### src/rtl/jkff_drv_pkg.sv
// Shared types and JK excitation codes for the JK flip-flop bank driver.
package jkff_drv_pkg;

    typedef enum logic [1:0] {
        IDLE  = 2'd0,
        DRIVE = 2'd1,
        CHECK = 2'd2
    } state_e;

    // {J,K} codes applied to one flip-flop
    localparam logic [1:0] HOLD = 2'b00;
    localparam logic [1:0] RST  = 2'b01;
    localparam logic [1:0] SET  = 2'b10;
    localparam logic [1:0] TGL  = 2'b11;

    // Excitation for one bit moving from q to t; changing bits either toggle
    // or use a dedicated set/reset code depending on toggle_mode.
    function automatic logic [1:0] jk_code(input logic q, input logic t,
                                           input logic toggle_mode);
        logic [1:0] code;
        code = HOLD;
        if (!q && t) begin
            code = toggle_mode ? TGL : SET;
        end else if (q && !t) begin
            code = toggle_mode ? TGL : RST;
        end
        return code;
    endfunction

endpackage

### src/rtl/jkff_bank_driver_jk_excite.sv
// Combinational per-bit JK excitation: (current Q, target) -> (J, K).
module jk_excite
    import jkff_drv_pkg::*;
#(
    parameter int unsigned WIDTH       = 4,
    parameter bit          TOGGLE_MODE = 1'b1
) (
    input  logic [WIDTH-1:0] q_i,
    input  logic [WIDTH-1:0] target_i,
    output logic [WIDTH-1:0] j_o,
    output logic [WIDTH-1:0] k_o
);

    // Map every bit independently through the shared excitation table
    always_comb begin
        j_o = '0;
        k_o = '0;
        for (int unsigned i = 0; i < WIDTH; i++) begin
            {j_o[i], k_o[i]} = jk_code(q_i[i], target_i[i], TOGGLE_MODE);
        end
    end

endmodule

### src/rtl/jkff_bank_driver.sv
// Drives J/K/E of an enabled JK flip-flop bank towards a target word,
// verifies the fed-back Q and retries a bounded number of times.
module jkff_bank_driver
    import jkff_drv_pkg::*;
#(
    parameter int unsigned WIDTH       = 4,
    parameter int unsigned TOGGLE_MODE = 1,
    parameter int unsigned MAX_RETRY   = 2
) (
    input  logic             clk,
    input  logic             reset,
    input  logic             tgt_valid,
    output logic             tgt_ready,
    input  logic [WIDTH-1:0] tgt_data,
    input  logic [WIDTH-1:0] q_fb,
    output logic [WIDTH-1:0] j_out,
    output logic [WIDTH-1:0] k_out,
    output logic             e_out,
    output logic             busy,
    output logic             done,
    output logic             err
);

    localparam int unsigned RW = ($clog2(MAX_RETRY + 1) < 1) ? 1 : $clog2(MAX_RETRY + 1);
    localparam logic [RW-1:0] RETRY_LIMIT = RW'(MAX_RETRY);

    state_e           state_q, state_d;
    logic [WIDTH-1:0] target_q, target_d;
    logic [RW-1:0]    retry_q, retry_d;
    logic [WIDTH-1:0] j_q, j_d;
    logic [WIDTH-1:0] k_q, k_d;
    logic             e_q, e_d;
    logic             done_q, done_d;
    logic             err_q, err_d;

    logic [WIDTH-1:0] exc_tgt;
    logic [WIDTH-1:0] exc_j;
    logic [WIDTH-1:0] exc_k;

    // One excitation unit serves both the first attempt (fresh tgt_data in
    // IDLE) and retries (latched target in CHECK).
    assign exc_tgt = (state_q == IDLE) ? tgt_data : target_q;

    jk_excite #(
        .WIDTH       (WIDTH),
        .TOGGLE_MODE (TOGGLE_MODE != 0)
    ) u_excite (
        .q_i      (q_fb),
        .target_i (exc_tgt),
        .j_o      (exc_j),
        .k_o      (exc_k)
    );

    // Next-state and registered-output decode
    always_comb begin
        state_d  = state_q;
        target_d = target_q;
        retry_d  = retry_q;
        j_d      = '0;
        k_d      = '0;
        e_d      = 1'b0;
        done_d   = 1'b0;
        err_d    = 1'b0;
        unique case (state_q)
            IDLE: begin
                if (tgt_valid) begin
                    target_d = tgt_data;
                    j_d      = exc_j;
                    k_d      = exc_k;
                    e_d      = 1'b1;
                    retry_d  = '0;
                    state_d  = DRIVE;
                end
            end
            DRIVE: begin
                state_d = CHECK;
            end
            CHECK: begin
                if (q_fb == target_q) begin
                    done_d  = 1'b1;
                    state_d = IDLE;
                end else if (retry_q < RETRY_LIMIT) begin
                    retry_d = retry_q + RW'(1);
                    j_d     = exc_j;
                    k_d     = exc_k;
                    e_d     = 1'b1;
                    state_d = DRIVE;
                end else begin
                    err_d   = 1'b1;
                    state_d = IDLE;
                end
            end
            default: begin
                state_d = IDLE;
            end
        endcase
    end

    // State and output registers, cleared asynchronously
    always_ff @(posedge clk or negedge reset) begin
        if (!reset) begin
            state_q  <= IDLE;
            target_q <= '0;
            retry_q  <= '0;
            j_q      <= '0;
            k_q      <= '0;
            e_q      <= 1'b0;
            done_q   <= 1'b0;
            err_q    <= 1'b0;
        end else begin
            state_q  <= state_d;
            target_q <= target_d;
            retry_q  <= retry_d;
            j_q      <= j_d;
            k_q      <= k_d;
            e_q      <= e_d;
            done_q   <= done_d;
            err_q    <= err_d;
        end
    end

    assign tgt_ready = (state_q == IDLE);
    assign busy      = (state_q != IDLE);
    assign j_out     = j_q;
    assign k_out     = k_q;
    assign e_out     = e_q;
    assign done      = done_q;
    assign err       = err_q;

endmodule

### config.mk
export PLATFORM = sky130hd
export DESIGN_NAME = jkff_bank_driver
export DESIGN_NICKNAME = d
export VERILOG_FILES = /design/src/rtl/jkff_drv_pkg.sv /design/src/rtl/jkff_bank_driver_jk_excite.sv /design/src/rtl/jkff_bank_driver.sv
export SDC_FILE = /design/constraint.sdc
export NUM_CORES = 1
export LEC_CHECK = 0
export ABC_AREA = 1
export CORE_MARGIN = 8
export CORE_UTILIZATION = 50
export CTS_BUF_LIST = sky130_fd_sc_hd__clkbuf_4 sky130_fd_sc_hd__clkbuf_8 sky130_fd_sc_hd__clkbuf_16
export CTS_CLUSTER_DIAMETER = 120
export DETAILED_ROUTE_END_ITERATION = 6
export DONT_BUFFER_PORTS = 1
export GPL_TIMING_DRIVEN = 0
export PLACE_DENSITY_LB_ADDON = 0.05
export RECOVER_POWER = 50
export SYNTH_ARGS = -nofsm -noshare
export SYNTH_HDL_FRONTEND = slang
export SYNTH_SLANG_ARGS = --single-unit
### constraint.sdc
create_clock -name clk -period 2.3 [get_ports clk]
set_clock_uncertainty 0.1 [all_clocks]
set_input_delay 0.575 -clock clk [delete_from_list [all_inputs] [get_ports clk]]
set_output_delay 0.575 -clock clk [all_outputs]
set_load 0.005 [all_outputs]
# [Word level (Yosys, flattened, before mapping)]
# Index checks and enable logic that the tools add are counted.
[word_totals] regBits=19 in_bits=11 output_inout_bits=13 elab_cells=71
[classes] addsub=1 n_lt_le_gt_ge=1 eq_ne=6 muxes=34 n_reduce_logical=21
[op_table] cell="$mux W4" count=7
[op_table] cell="$mux W2" count=12
[op_table] cell="$pmux W4 S2" count=2
[op_table] cell="$mux W1" count=10
[op_table] cell="$logic_and A1 B1 Y1" count=8
[op_table] cell="$logic_not A1 Y1" count=8
[op_table] cell="$ne A2 B2 Y1 const B" count=3
[op_table] cell="$pmux W2 S3" count=1
[op_table] cell="$eq A4 B4 Y1" count=1
[op_table] cell="$pmux W2 S2" count=1
[op_table] cell="$reduce_and A4 Y1" count=1
[op_table] cell="$reduce_bool A2 Y1" count=2
[op_table] cell="$add A2 B1 Y2 const B" count=1
[op_table] cell="$eq A2 B1 Y1 const B" count=1
[op_table] cell="$eq A2 B2 Y1 const B" count=1
[op_table] cell="$logic_not A2 Y1" count=1
[op_table] cell="$lt A2 B2 Y1 const B" count=1
[op_table] cell="$pmux W1 S2" count=1
[op_table] cell="$reduce_and A2 Y1" count=1

# [Depth between registers and ports, before layout]
[logic_depth] depth_word=9 mapped_depth=8 depth_no_buf=8

# [By module]
# A second synthesis with hierarchy kept.
[unflattened] cells_unflattened=116 area_unflattened_um2=930.9
[modules_own_cells] module="jkff_bank_driver" instances=1 cells_per_inst=92 area_per_inst_um2=825.8
[modules_own_cells] module="jk_excite" instances=1 cells_per_inst=24 area_per_inst_um2=105.1

# [Worst setup path after synthesis]
# No wires, ideal clock.
[synth_timing] path_kind="register to output" start="reg state_q[0]" end="out busy" arrival_ns=0.726 required_time_ns=1.625 setup_slack_ns=0.899 path_stages_with_launch=4 n_path_buf=1 path_cell_list="dfrtp_1 -> nor2_4 -> buf_6 -> inv_1"
[synth_between] elab_chain_cells=1
[synth_lines] element="start, declared" line_no="jkff_bank_driver.sv:27" text="state_e state_q, state_d;"
[synth_lines] element="start signal, assigned" line_no="jkff_bank_driver.sv:111" text="state_q <= state_d;"
[synth_lines] element="$reduce_bool A2 Y1" line_no="jkff_bank_driver.sv:123" text="assign busy = (state_q != IDLE);"
[synth_lines] element="end, declared" line_no="jkff_bank_driver.sv:19" text="output logic busy,"
# Every way passes these cells.

# [Worst setup path in the final report]
[layout_timing] start="reg state_q[1]" end="out busy"
# Same word-level chain as after synthesis.

==> impl_metrics.ini <==
[layout]
final_common_cell = nand2_1
antenna_cells = 0
drive_above_1_share = 0.196
syn2layout_area_growth_pct = 5.35
stdcell_count = 118
fin_util = 0.556
final_cell_mix = nand2_1 (24), inv_1 (21), dfrtp_1 (15), nor2_1 (9)
nets = 114

[pwr]
pwr-share-seq = 0.416
p_switching_mw = 0.429
p_comb_frac = 0.432
leakagePower_nw = 0.484
p_clk_frac = 0.153
ir_drop_mv = 0.577
sw_frac_of_total = 0.409
power_density_nw_per_um2 = 1250
p_int_mw = 0.621

[timing]
layout_min_cycle_time_ns = 1.79
slew_headroom = 0.553
worst_pin_slew_ns = 0.668
setup_viol = 0
grt_setup_unrepaired = no
tns_ns = 0
final.period_utilization = 0.777
fmax_ghz = 0.560
final-hold-violation-count = 0
slew_violations = 0

[critical_path]
end_kind = output pin
crit_path_max_fanout = 10
path_class = reg -> out
cpMaxStageDelayCell = dfrtp_1
cp.required_ns = 1.62
cp.arrival_ns = 1.11
crit_start = state_q[1]$_DFFE_PN0P_
rr_startpoint = state_q[1]$_DFFE_PN0P_
crit_chain = nor2_1, buf_6, inv_1
slowest_delay_ns = 0.40
worst_setup_path_start_kind = flop

[grt]
antenna_found_initial = 0
use_met2 = 0.147
gr-usage-met1 = 0.104
grt_start_max_net_pins = 16
grt_overflow = 0
grt_first_pass_wirelength_um = 2460
grt.total_usage = 0.0964
met3_usage = 0.0594
grt.busiest_layer = met2
grt_pass1_vias = 582

[clocking]
clk_latency_ns = 0.28
cts_sinks = 15
ctsLongestPathBuffers = 2
clkTransAtPathRegs_ns = 0.08
cts_setup_buffers = 0
clockRootBuffer = clkbuf_4
post_cts_resized = 0
cts_tree = done
cts_buffers = 3
htreeDepth = 1

[synth]
yosys_warnings = 0
yosysUniqueCellTypes = 16
synth_nets = 108
syn-cell-area_um2 = 796
ys_seq_elements = 15
syn_inst = 97
yosysSeqAreaShare = 0.472
synth_area_per_cell_um2 = 8.20

[run]
cap_violations = 0

[die]
num_rows = 14
die_w_um = 55.9
floorplan.core_area_um2 = 1510
initial_core_util = 0.528
die_y_um = 55.9
io_pins = 24
die_area_um2 = 3120

[min_path]
hp-class = reg -> reg
min-delay-start = state_q[1]$_DFFE_PN0P_

[routing]
drcViolationCount = 0
via_per_inst = 4.80
drtPass1Iterations = 4
drt-initial-drc-count = 12
wire_per_inst_um = 11.7
wl_um = 1380
via_count = 566
postRouteAntennaNets = 0

[run_status]
status = complete, no violations

[place]
io_buffers = 0
gp_congestion = 0.720
hpwl_um = 1070
place_inst = 113
-- through the flow --
step                      hold slack [ns]  cell area, um^2  total power, mW  setup slack [ns]
after detailed placement            0.180              816            0.928             0.839
after global placement              0.180              816            0.917             0.844
final                               0.360              838             1.05             0.514
after global routing                0.368              838             1.16             0.443
after floorplan                     0.179              796            0.843             0.899
after CTS                           0.362              856             1.10             0.522
-- area by class of cell --
| cell class | instances | area (um^2) |
|---|---|---|
| plain buffers | 5 | 41.3 |
| flip-flops and latches | 15 | 375 |
| inverters | 21 | 78.8 |
| well taps | 16 | 20.0 |
| multi-input cells | 56 | 283 |
| repair buffers | 1 | 10.0 |
| fillers | 152 | 668 |
| clock buffers | 4 | 30.0 |
-- metal layers --
| metal | vias up | routed length, um |
|---|---|---|
| li1 | 289 | - |
| met1 | 251 | 598 |
| met2 | 22 | 580 |
| met3 | 4 | 176 |
| met4 | 0 | 23 |
| met5 | - | 0 |
-- kinds of logic after synthesis --
kind of cell | synth area share
AND/OR/NAND/NOR | 0.252
XOR/XNOR | 0.0440
AO/OA/AOI/OAI | 0.0817
flip-flops | 0.472
buffers and inverters | 0.151
-- cell usage after synthesis --
| cell | n | share of area |
|---|---|---|
| nor2_4 | 1 | 0.014 |
| nand4_1 | 1 | 0.0079 |
| buf_6 | 1 | 0.014 |
| dfrtp_1 | 15 | 0.47 |
| nand2_1 | 21 | 0.099 |
| o21ai_2 | 4 | 0.044 |
| nand3_2 | 1 | 0.013 |
| o21ai_1 | 1 | 0.0063 |
| nand2_2 | 8 | 0.063 |
| o21ai_0 | 5 | 0.031 |
| nor2_2 | 2 | 0.016 |
| xor2_1 | 4 | 0.044 |
| inv_1 | 21 | 0.099 |
| buf_4 | 4 | 0.038 |
| nor2_1 | 7 | 0.033 |
| nand3_1 | 1 | 0.0063 |
-- worst max-delay path: cells and delay by family (launching register included) --
kind | cells | cell delay, ns
buf+inv | 2 | 0.27
flops | 1 | 0.40
simple gates | 1 | 0.16
-- power by group through the flow --
stage | sequential [mW] | clock [mW] | combinational [mW]
floorplan | 0.437 | 0 | 0.406
global placement | 0.450 | 0 | 0.467
detailed placement | 0.452 | 0 | 0.476
CTS | 0.447 | 0.167 | 0.485
global route | 0.451 | 0.181 | 0.527
finish | 0.436 | 0.160 | 0.453
-- worst paths after layout --
check                                         end  slack (ns)  cells past startpoint
max reg2reg                    j_out[3]$_DFF_PN0_        0.88                      5
min in group asynchronous      j_out[1]$_DFF_PN0_        0.66                      1
min                        state_q[1]$_DFFE_PN0P_        0.36                      1
max in group asynchronous  retry_q[1]$_DFFE_PN0P_        1.01                      1
min reg2reg                state_q[1]$_DFFE_PN0P_        0.36                      1
max                                          busy        0.51                      3
-- registers in the layout, indices dropped and copies added (netlist names) --
register	flops
done	1
retry_q	2
state_q	2
err	1
e_out	1
target_q	4
j_out	4
-- repair_timing --
item                                   4_1_cts  5_1_grt
endpoints found under the hold margin       15        0
hold buffers                                 1        0
setup endpoints to repair                    0        0
Note: power is estimated with default switching activity, not from simulation.
